===== src/rtl/mux16_scan_ctrl.sv =====
// mux16_scan_ctrl: round-robin scanner driving a 16:1 mux select and streaming (channel, sample) pairs.
module mux16_scan_ctrl #(
    parameter int WIDTH  = 4,
    parameter int SETTLE = 1
) (
    input  logic             clk,
    input  logic             rst,
    input  logic             start,
    input  logic             cont,
    input  logic [15:0]      ch_mask,
    input  logic [WIDTH-1:0] y,
    output logic [2:0]       s1,
    output logic             s0,
    output logic             out_valid,
    input  logic             out_ready,
    output logic [3:0]       out_ch,
    output logic [WIDTH-1:0] out_data,
    output logic             busy,
    output logic             done
);
    typedef enum logic [1:0] {S_IDLE, S_SETTLE, S_HOLD} state_t;
    localparam logic [3:0] LAST = 4'(SETTLE - 1);
    state_t      state;
    logic [15:0] mask;
    logic [15:0] above;
    logic [3:0]  cnt;
    function automatic logic [3:0] lowest(input logic [15:0] v);
        lowest = '0;
        for (int i = 15; i >= 0; i--)
            if (v[i]) lowest = i[3:0];
    endfunction
    // 16-bit overflow of 2<<15 yields an empty window above channel 15
    assign above = mask & ~((16'd2 << {s1, s0}) - 16'd1);
    always_ff @(posedge clk) begin
        if (rst) begin
            state     <= S_IDLE;
            mask      <= '0;
            cnt       <= '0;
            {s1, s0}  <= '0;
            out_valid <= 1'b0;
            out_ch    <= '0;
            out_data  <= '0;
            busy      <= 1'b0;
            done      <= 1'b0;
        end else begin
            done <= 1'b0;
            case (state)
                S_IDLE: if (start) begin
                    mask <= ch_mask;
                    if (ch_mask == '0) done <= 1'b1;
                    else begin
                        {s1, s0} <= lowest(ch_mask);
                        busy     <= 1'b1;
                        cnt      <= '0;
                        state    <= S_SETTLE;
                    end
                end
                S_SETTLE: if (cnt == LAST) begin
                    out_data  <= y;
                    out_ch    <= {s1, s0};
                    out_valid <= 1'b1;
                    state     <= S_HOLD;
                end else cnt <= cnt + 4'd1;
                S_HOLD: if (out_ready) begin
                    out_valid <= 1'b0;
                    cnt       <= '0;
                    if (above != '0) begin
                        {s1, s0} <= lowest(above);
                        state    <= S_SETTLE;
                    end else if (cont) begin
                        {s1, s0} <= lowest(mask);
                        state    <= S_SETTLE;
                    end else begin
                        busy  <= 1'b0;
                        done  <= 1'b1;
                        state <= S_IDLE;
                    end
                end
                default: state <= S_IDLE;
            endcase
        end
    end
endmodule

===== config.mk =====
export PLATFORM = sky130hd
export DESIGN_NAME = mux16_scan_ctrl
export DESIGN_NICKNAME = d
export VERILOG_FILES = /design/src/rtl/mux16_scan_ctrl.sv
export SDC_FILE = /design/constraint.sdc
export NUM_CORES = 1
export LEC_CHECK = 0
export ABC_AREA = 1
export CAP_MARGIN = 20
export CORE_UTILIZATION = 53
export CTS_CLUSTER_DIAMETER = 200
export DETAILED_ROUTE_END_ITERATION = 6
export HOLD_SLACK_MARGIN = 0.02
export PLACE_DENSITY = 0.85
export REMOVE_ABC_BUFFERS = 1
export SLEW_MARGIN = 5
export SYNTH_ARGS = -nofsm -noshare
export SYNTH_HDL_FRONTEND = slang
export SYNTH_SLANG_ARGS = --single-unit
export TNS_END_PERCENT = 10

===== constraint.sdc =====
create_clock -name clk -period 2.95 [get_ports clk]
set_input_delay 0.885 -clock clk [delete_from_list [all_inputs] [get_ports clk]]
set_output_delay 0.885 -clock clk [all_outputs]
set_load 0.03 [all_outputs]

; Yosys cells after proc, flatten, opt, wreduce, memory -nomap -nowiden
; Index checks and enable logic that the tools add are counted.
[word_totals]
out_inout_bits = 15
input_bits = 25
regBits = 37
elab_cells = 126
[classes]
eq_ne = 10
add_sub_neg = 2
bitwise = 2
n_mux = 87
reduce_logical = 14
n_shift = 1
[ops]
columns = cell, n
row1 = $mux 4, 52
row2 = $mux 1, 19
row3 = $and 16x16->16, 1
row4 = $logic_not 16->1, 1
row5 = $not 16->16, 1
row6 = $reduce_bool 16->1, 1
row7 = $shl 2x4->16 const A, 1
row8 = $sub 16x1->16 const B, 1
row9 = $mux 3, 5
row10 = $ne 2x2->1 const B, 7
row11 = $pmux 4 s3, 1
row12 = $reduce_and 5->1, 2
row13 = $mux 2, 4
row14 = $pmux 1 s2, 4
row15 = $pmux 2 s3, 1
row16 = $pmux 3 s2, 1
row17 = $reduce_and 6->1, 1
row18 = $add 4x1->4 const B, 1
row19 = $logic_not 4->1, 1
row20 = $reduce_and 2->1, 2
row21 = $reduce_and 4->1, 1
row22 = $reduce_bool 2->1, 2
row23 = $ne 3x3->1 const B, 1
row24 = $reduce_and 3->1, 1
row25 = 4 further kinds, 4

; Longest topological paths before layout
[depth]
ltp_word = 23
mapped_depth = 26

; Worst setup path after synthesis
; No wires, ideal clock.
[synth_timing]
path_kind = register to register
start = reg s1[0]
end = reg s1[2]
arrival_ns = 2.443
t_required_ns = 2.827
slack_ns = 0.384
path_stages_with_launch = 22
n_path_buf = 1
period_less_slack_ns = 2.566
cell_sequence = dfxtp_1 buf_6 nor2_2 inv_1 nor2_1 inv_1 ha_1 inv_1 a21oi_2 nand3_1 nand3_1 nand2_1 nor2_2 nand2_2 nor2_4 inv_2 nor2_2 nand2_2 nand2_2 inv_2 o21ai_1 a21oi_1
[synth_via]
elab_chain_cells = 23
elab_cells_between_ends = 26
cone_classes = add/sub (1) / eq/ne (1) / shift (1) / mux (19) / bitwise (2) / reduce/logical (2)
[synth_lines]
columns = element, line_no
row1 = start: declaration, 12  ; output logic [2:0] s1,
row2 = start signal: assignment, 52  ; {s1, s0} <= lowest(ch_mask);
row3 = start signal: assignment, 68  ; {s1, s0} <= lowest(above);
row4 = start signal: assignment, 71  ; {s1, s0} <= lowest(mask);
row5 = $shl 2x4->16 (*), 33  ; assign above = mask & ~((16'd2 << {s1, s0}) - 16'd1);
row6 = $sub 16x1->16 (*), 33
row7 = $not 16->16 (*), 33
row8 = $and 16x16->16 (*), 33
row9 = $mux 4 (16 in series), 30  ; if (v[i]) lowest = i[3:0];
row10 = $mux 3, 67  ; if (above != '0) begin
row11 = $mux 3, 64  ; S_HOLD: if (out_ready) begin
row12 = $pmux 3 s2, 47  ; case (state)
; Mark *: on every way between the ends. The rest lies on a longest branch, timed or not. The select of a mux whose other input is x is not followed.
; A chain may end at the register's enable or synchronous reset.

; Final worst setup path
[layout_timing]
start = reg s1[2]
end = reg s0
[layout_via]
elab_chain_cells = 23
elab_cells_between_ends = 26
cone_classes = add/sub (1) / eq/ne (1) / shift (1) / mux (19) / bitwise (2) / reduce/logical (2)
[layout_lines]
columns = element, line_no
row1 = $shl 2x4->16 (*), 33
row2 = $sub 16x1->16 (*), 33
row3 = $not 16->16 (*), 33
row4 = $and 16x16->16 (*), 33
row5 = $mux 4 (16 in series), 30
row6 = $mux 1, 67
row7 = $mux 1, 64
row8 = $pmux 1 s2, 47
row9 = end signal: assignment, 52
row10 = end signal: assignment, 68
row11 = end signal: assignment, 71
row12 = end: declaration, 13  ; output logic s0,
; Marks and branches as above.

==> results.py <==
metrics = {
    "status": {
        "outcome": "finished clean",
    },
    "timing": {
        "fmax_ghz": 0.374,
        "fin_crit_sh_pct": 90.5,
        "setup_ws_ns": 0.280,
        "worstMarginPinSlew_ns": 0.681,
        "rsz0062_at_grt": "false",
        "clock_skew_ns": 0.00241,
        "hold_viol_final": 0,
        "finalSetupViolCount": 0,
        "period_needed_ns": 2.67,
        "finalMaxSlewViolations": 0,
        "slew_headroom_pct": 54.4,
    },
    "worst_setup_path": {
        "crit_buf_inv": 5,
        "critical_path_class": "reg2reg",
        "r2r-end": "s0",
        "cp_cell_sequence": "nor2_4 > inv_1 > nor2_1 > inv_1 > ha_1 > inv_1 > a21oi_2 > nand2_1 > nand2_1 > nand3_1 > nand2_1 > nor2_2 > nand2_2 > nor2_4 > inv_2 > nor2_2 > nand2_2 > nand2_2 > inv_2 > o21ai_1 > a21oi_1",
        "crit_end": "s0",
        "slowest_stage": "dfxtp_1",
        "setup.worst_path.start_class": "register",
        "cp_max_fo": 7,
        "r2r-start": "s1[2]",
        "r2r_setup_slack_ns": 0.28,
        "path_depth": 21,
        "end_kind": "register",
        "crit_family": "simple AND/OR/NAND/NOR gates",
        "reg2regPathDepth": 21,
        "crit_path_max_incr_delay_ns": 0.34,
        "cp.arrival_ns": 2.85,
        "critPathLaunch": "s1[2]",
        "crit_required_ns": 3.13,
    },
    "power": {
        "netSwitchingPower_uw": 991,
        "power_per_cell_area_nw_per_um2": 785,
        "totalPowerFinal_uw": 2230,
        "p_comb_share_pct": 51.8,
        "p_sw_share_pct": 44.4,
        "clock_power_share_pct": 17.2,
        "leakage_uw": 0.00125,
        "ir_worst_vdd_v": 0.000524,
        "seq_power_share_pct": 31.0,
        "p_int_uw": 1240,
    },
    "final_layout": {
        "nNetsFinal": 426,
        "utilization_pct": 70.2,
        "seq_area_um2": 742,
        "multi_input_area_um2": 1280,
        "stdcell_area_um2": 2850,
        "fill_cells": 336,
        "area_growth_pct": 24.8,
        "drive_gt1_share_pct": 10.8,
        "n_antenna_cell": 0,
    },
    "grt": {
        "grt_pass1_wl_mm": 9.25,
        "overflow": 0,
        "grt_pass1_vias": 2194,
        "grt_use_total_pct": 26.9,
        "grt_max_degree": 24,
        "grt_antenna_before_repair": 0,
    },
    "detailed_routing": {
        "viasPerCell": 5.37,
        "final_antenna_net_count": 0,
        "drt_drc_violations_left": 0,
        "vias": 2412,
        "wire_per_inst_um": 12.8,
        "wirelength_mm": 5.73,
        "drt_iter0_drc": 170,
        "first_pass_iters": 4,
    },
    "place": {
        "place_ws_ns": -0.0315,
        "port_buffers": 39,
        "dp_hpwl_mm": 4.45,
        "place_area_um2": 2740,
        "gp_congestion": 0.904,
    },
    "cts": {
        "clkTransAtPathRegs_ns": 0.07,
        "htreeDepth": 2,
        "clock_latency_ns": 0.28,
        "clockBufferDepth": 2,
        "cts_made_buffers": 5,
        "clkSinkCount": 37,
        "root_buffer": "clkbuf_8",
        "cts_tree": "done",
    },
    "yosys": {
        "synth_top_area_cell": "dfxtp_1",
        "synth.most_common_cell": "inv_1",
        "synth-seq-cells": 37,
        "syn_area_per_cell_um2": 6.46,
        "synth_top_area_share_pct": 32.5,
        "ys_warn_count": 0,
        "synthTopCellsByArea": "dfxtp_1 (32%), o21ai_0 (9.2%), inv_1 (8.7%)",
        "async_flop_share_pct": 0,
        "synth_edf_count": 0,
        "synth_commonest_cells": "inv_1 (53), nor2_1 (51), nand2_1 (44), o21ai_0 (42), dfxtp_1 (37)",
        "synthFlopType": "dfxtp_1",
        "synth-seq-area-share_pct": 32.5,
        "syn_area_um2": 2280,
        "ys_types": 32,
        "syn_inst": 353,
    },
    "die": {
        "rows": 23,
        "start_util_pct": 56.2,
        "die_w_um": 67.6,
        "die-height_um": 67.6,
        "die_area_um2": 4570,
        "core_area_um2": 4060,
        "ioPinCount": 40,
    },
    "hold_path": {
        "hold_path.startpoint": "busy",
        "hold_path.class": "reg2reg",
    },
    "job": {
        "cap_violations": 0,
    },
}
-- cell families (layout without fill, tap and decap cells) --
group                    Yosys count  after routing  share of synthesized area, %
buffers and inverters             65            111                          11.4
flip-flops                        37             37                          32.5
adder cells (fa/ha/maj)            3              3                          1.65
AND/OR/NAND/NOR                  150            150                          31.1
AO/OA/AOI/OAI                     97             97                          23.0
XOR/XNOR                           1              1                         0.384
-- per-stage QoR --
| step | setup TNS [ns] | cells | hold WS [ns] |
|---|---|---|---|
| floorplan | 0 | 345 | 0.469 |
| global placement | 0 | 441 | 0.453 |
| detailed placement | -0.0452 | 441 | 0.463 |
| CTS | 0 | 449 | 0.481 |
| global route | 0 | 449 | 0.493 |
| finish | 0 | 449 | 0.474 |
-- layer usage --
metal / up-vias / part of all wire (%) / global-route usage, %
li1: 1249 / - / -
met1: 1084 / 46 / 33.7
met2: 70 / 48 / 44.6
met3: 9 / 5.0 / 4.56
met4: 0 / 1.9 / 12.0
met5: - / 0 / 0
-- power by group through the flow --
stage / clock (µW) / combinational [µW] / sequential (µW)
finish: 384 / 1160 / 692
global route: 413 / 1280 / 703
CTS: 390 / 1150 / 689
detailed placement: 0 / 1140 / 699
global placement: 0 / 1110 / 696
floorplan: 0 / 710 / 793
-- sequential cells by signal, summed over array words and instances (netlist names) --
signal	cells
s1	3
busy	1
out_data	4
state	2
mask	16
cnt	4
done	1
s0	1
out_valid	1
out_ch	4
-- worst register-to-register path: stages, from the launching register on --
cell	delay, ns
dfxtp_1	0.34
nor2_4	0.22
inv_1	0.09
nor2_1	0.13
inv_1	0.07
ha_1	0.26
inv_1	0.11
a21oi_2	0.06
nand2_1	0.07
nand2_1	0.06
nand3_1	0.07
nand2_1	0.07
nor2_2	0.20
nand2_2	0.10
nor2_4	0.15
inv_2	0.05
nor2_2	0.08
nand2_2	0.07
nand2_2	0.11
inv_2	0.07
o21ai_1	0.13
a21oi_1	0.05
-- layout make-up --
type                            instances  share of cell area [%]
Clock buffer                            7                    3.38
Multi-Input combinational cell        251                    45.1
Tap cell                               50                    2.20
Sequential cell                        37                    26.1
Inverter                               57                    7.52
Timing Repair Buffer                   46                    15.6
Clock inverter                          1                   0.176
-- worst min-delay path by stage --
stage | slack, ns | cells after the start | endpoint
after floorplan | 0.47 | 2 | cnt[1]
after global placement | 0.45 | 2 | busy
after detailed placement | 0.46 | 2 | busy
after CTS | 0.48 | 2 | busy
after global routing | 0.49 | 2 | busy
final | 0.47 | 2 | busy
-- placed cells by master, fill, tap and decap left out --
master           Yosys  final
a211o_1              1      1
a211oi_1             2      2
a21oi_1             35     35
a21oi_2              1      1
a22oi_1              1      1
a311oi_1             1      1
a31oi_1              2      2
a32oi_1              1      1
buf_4                0      7
clkbuf_8             0      7
clkdlybuf4s50_1      0     39
clkinv_2             0      1
dfxtp_1             37     36
dfxtp_2              0      1
ha_1                 3      3
inv_1               53     53
inv_2                4      4
nand2_1             44     44
nand2_2              6      6
nand2_4              3      3
nand3_1             20     20
nand4_1              4      4
nor2_1              51     50
nor2_2               6      7
nor2_4               5      5
nor3_1               6      6
nor3b_1              1      1
nor4_1               3      3
o211ai_1             1      1
o21ai_0             42     42
o21ai_1              5      5
o21bai_1             3      3
o31ai_1              2      2
or2_2                1      1
xnor2_1              1      1
-- what timing repair did --
action / in CTS / in global routing
buffers inserted: 0 / 0
endpoints found under the setup margin: 0 / 5
gates resized for setup: 0 / 2
hold buffers: 0 / 0
Note: power is estimated with default switching activity, not from simulation.
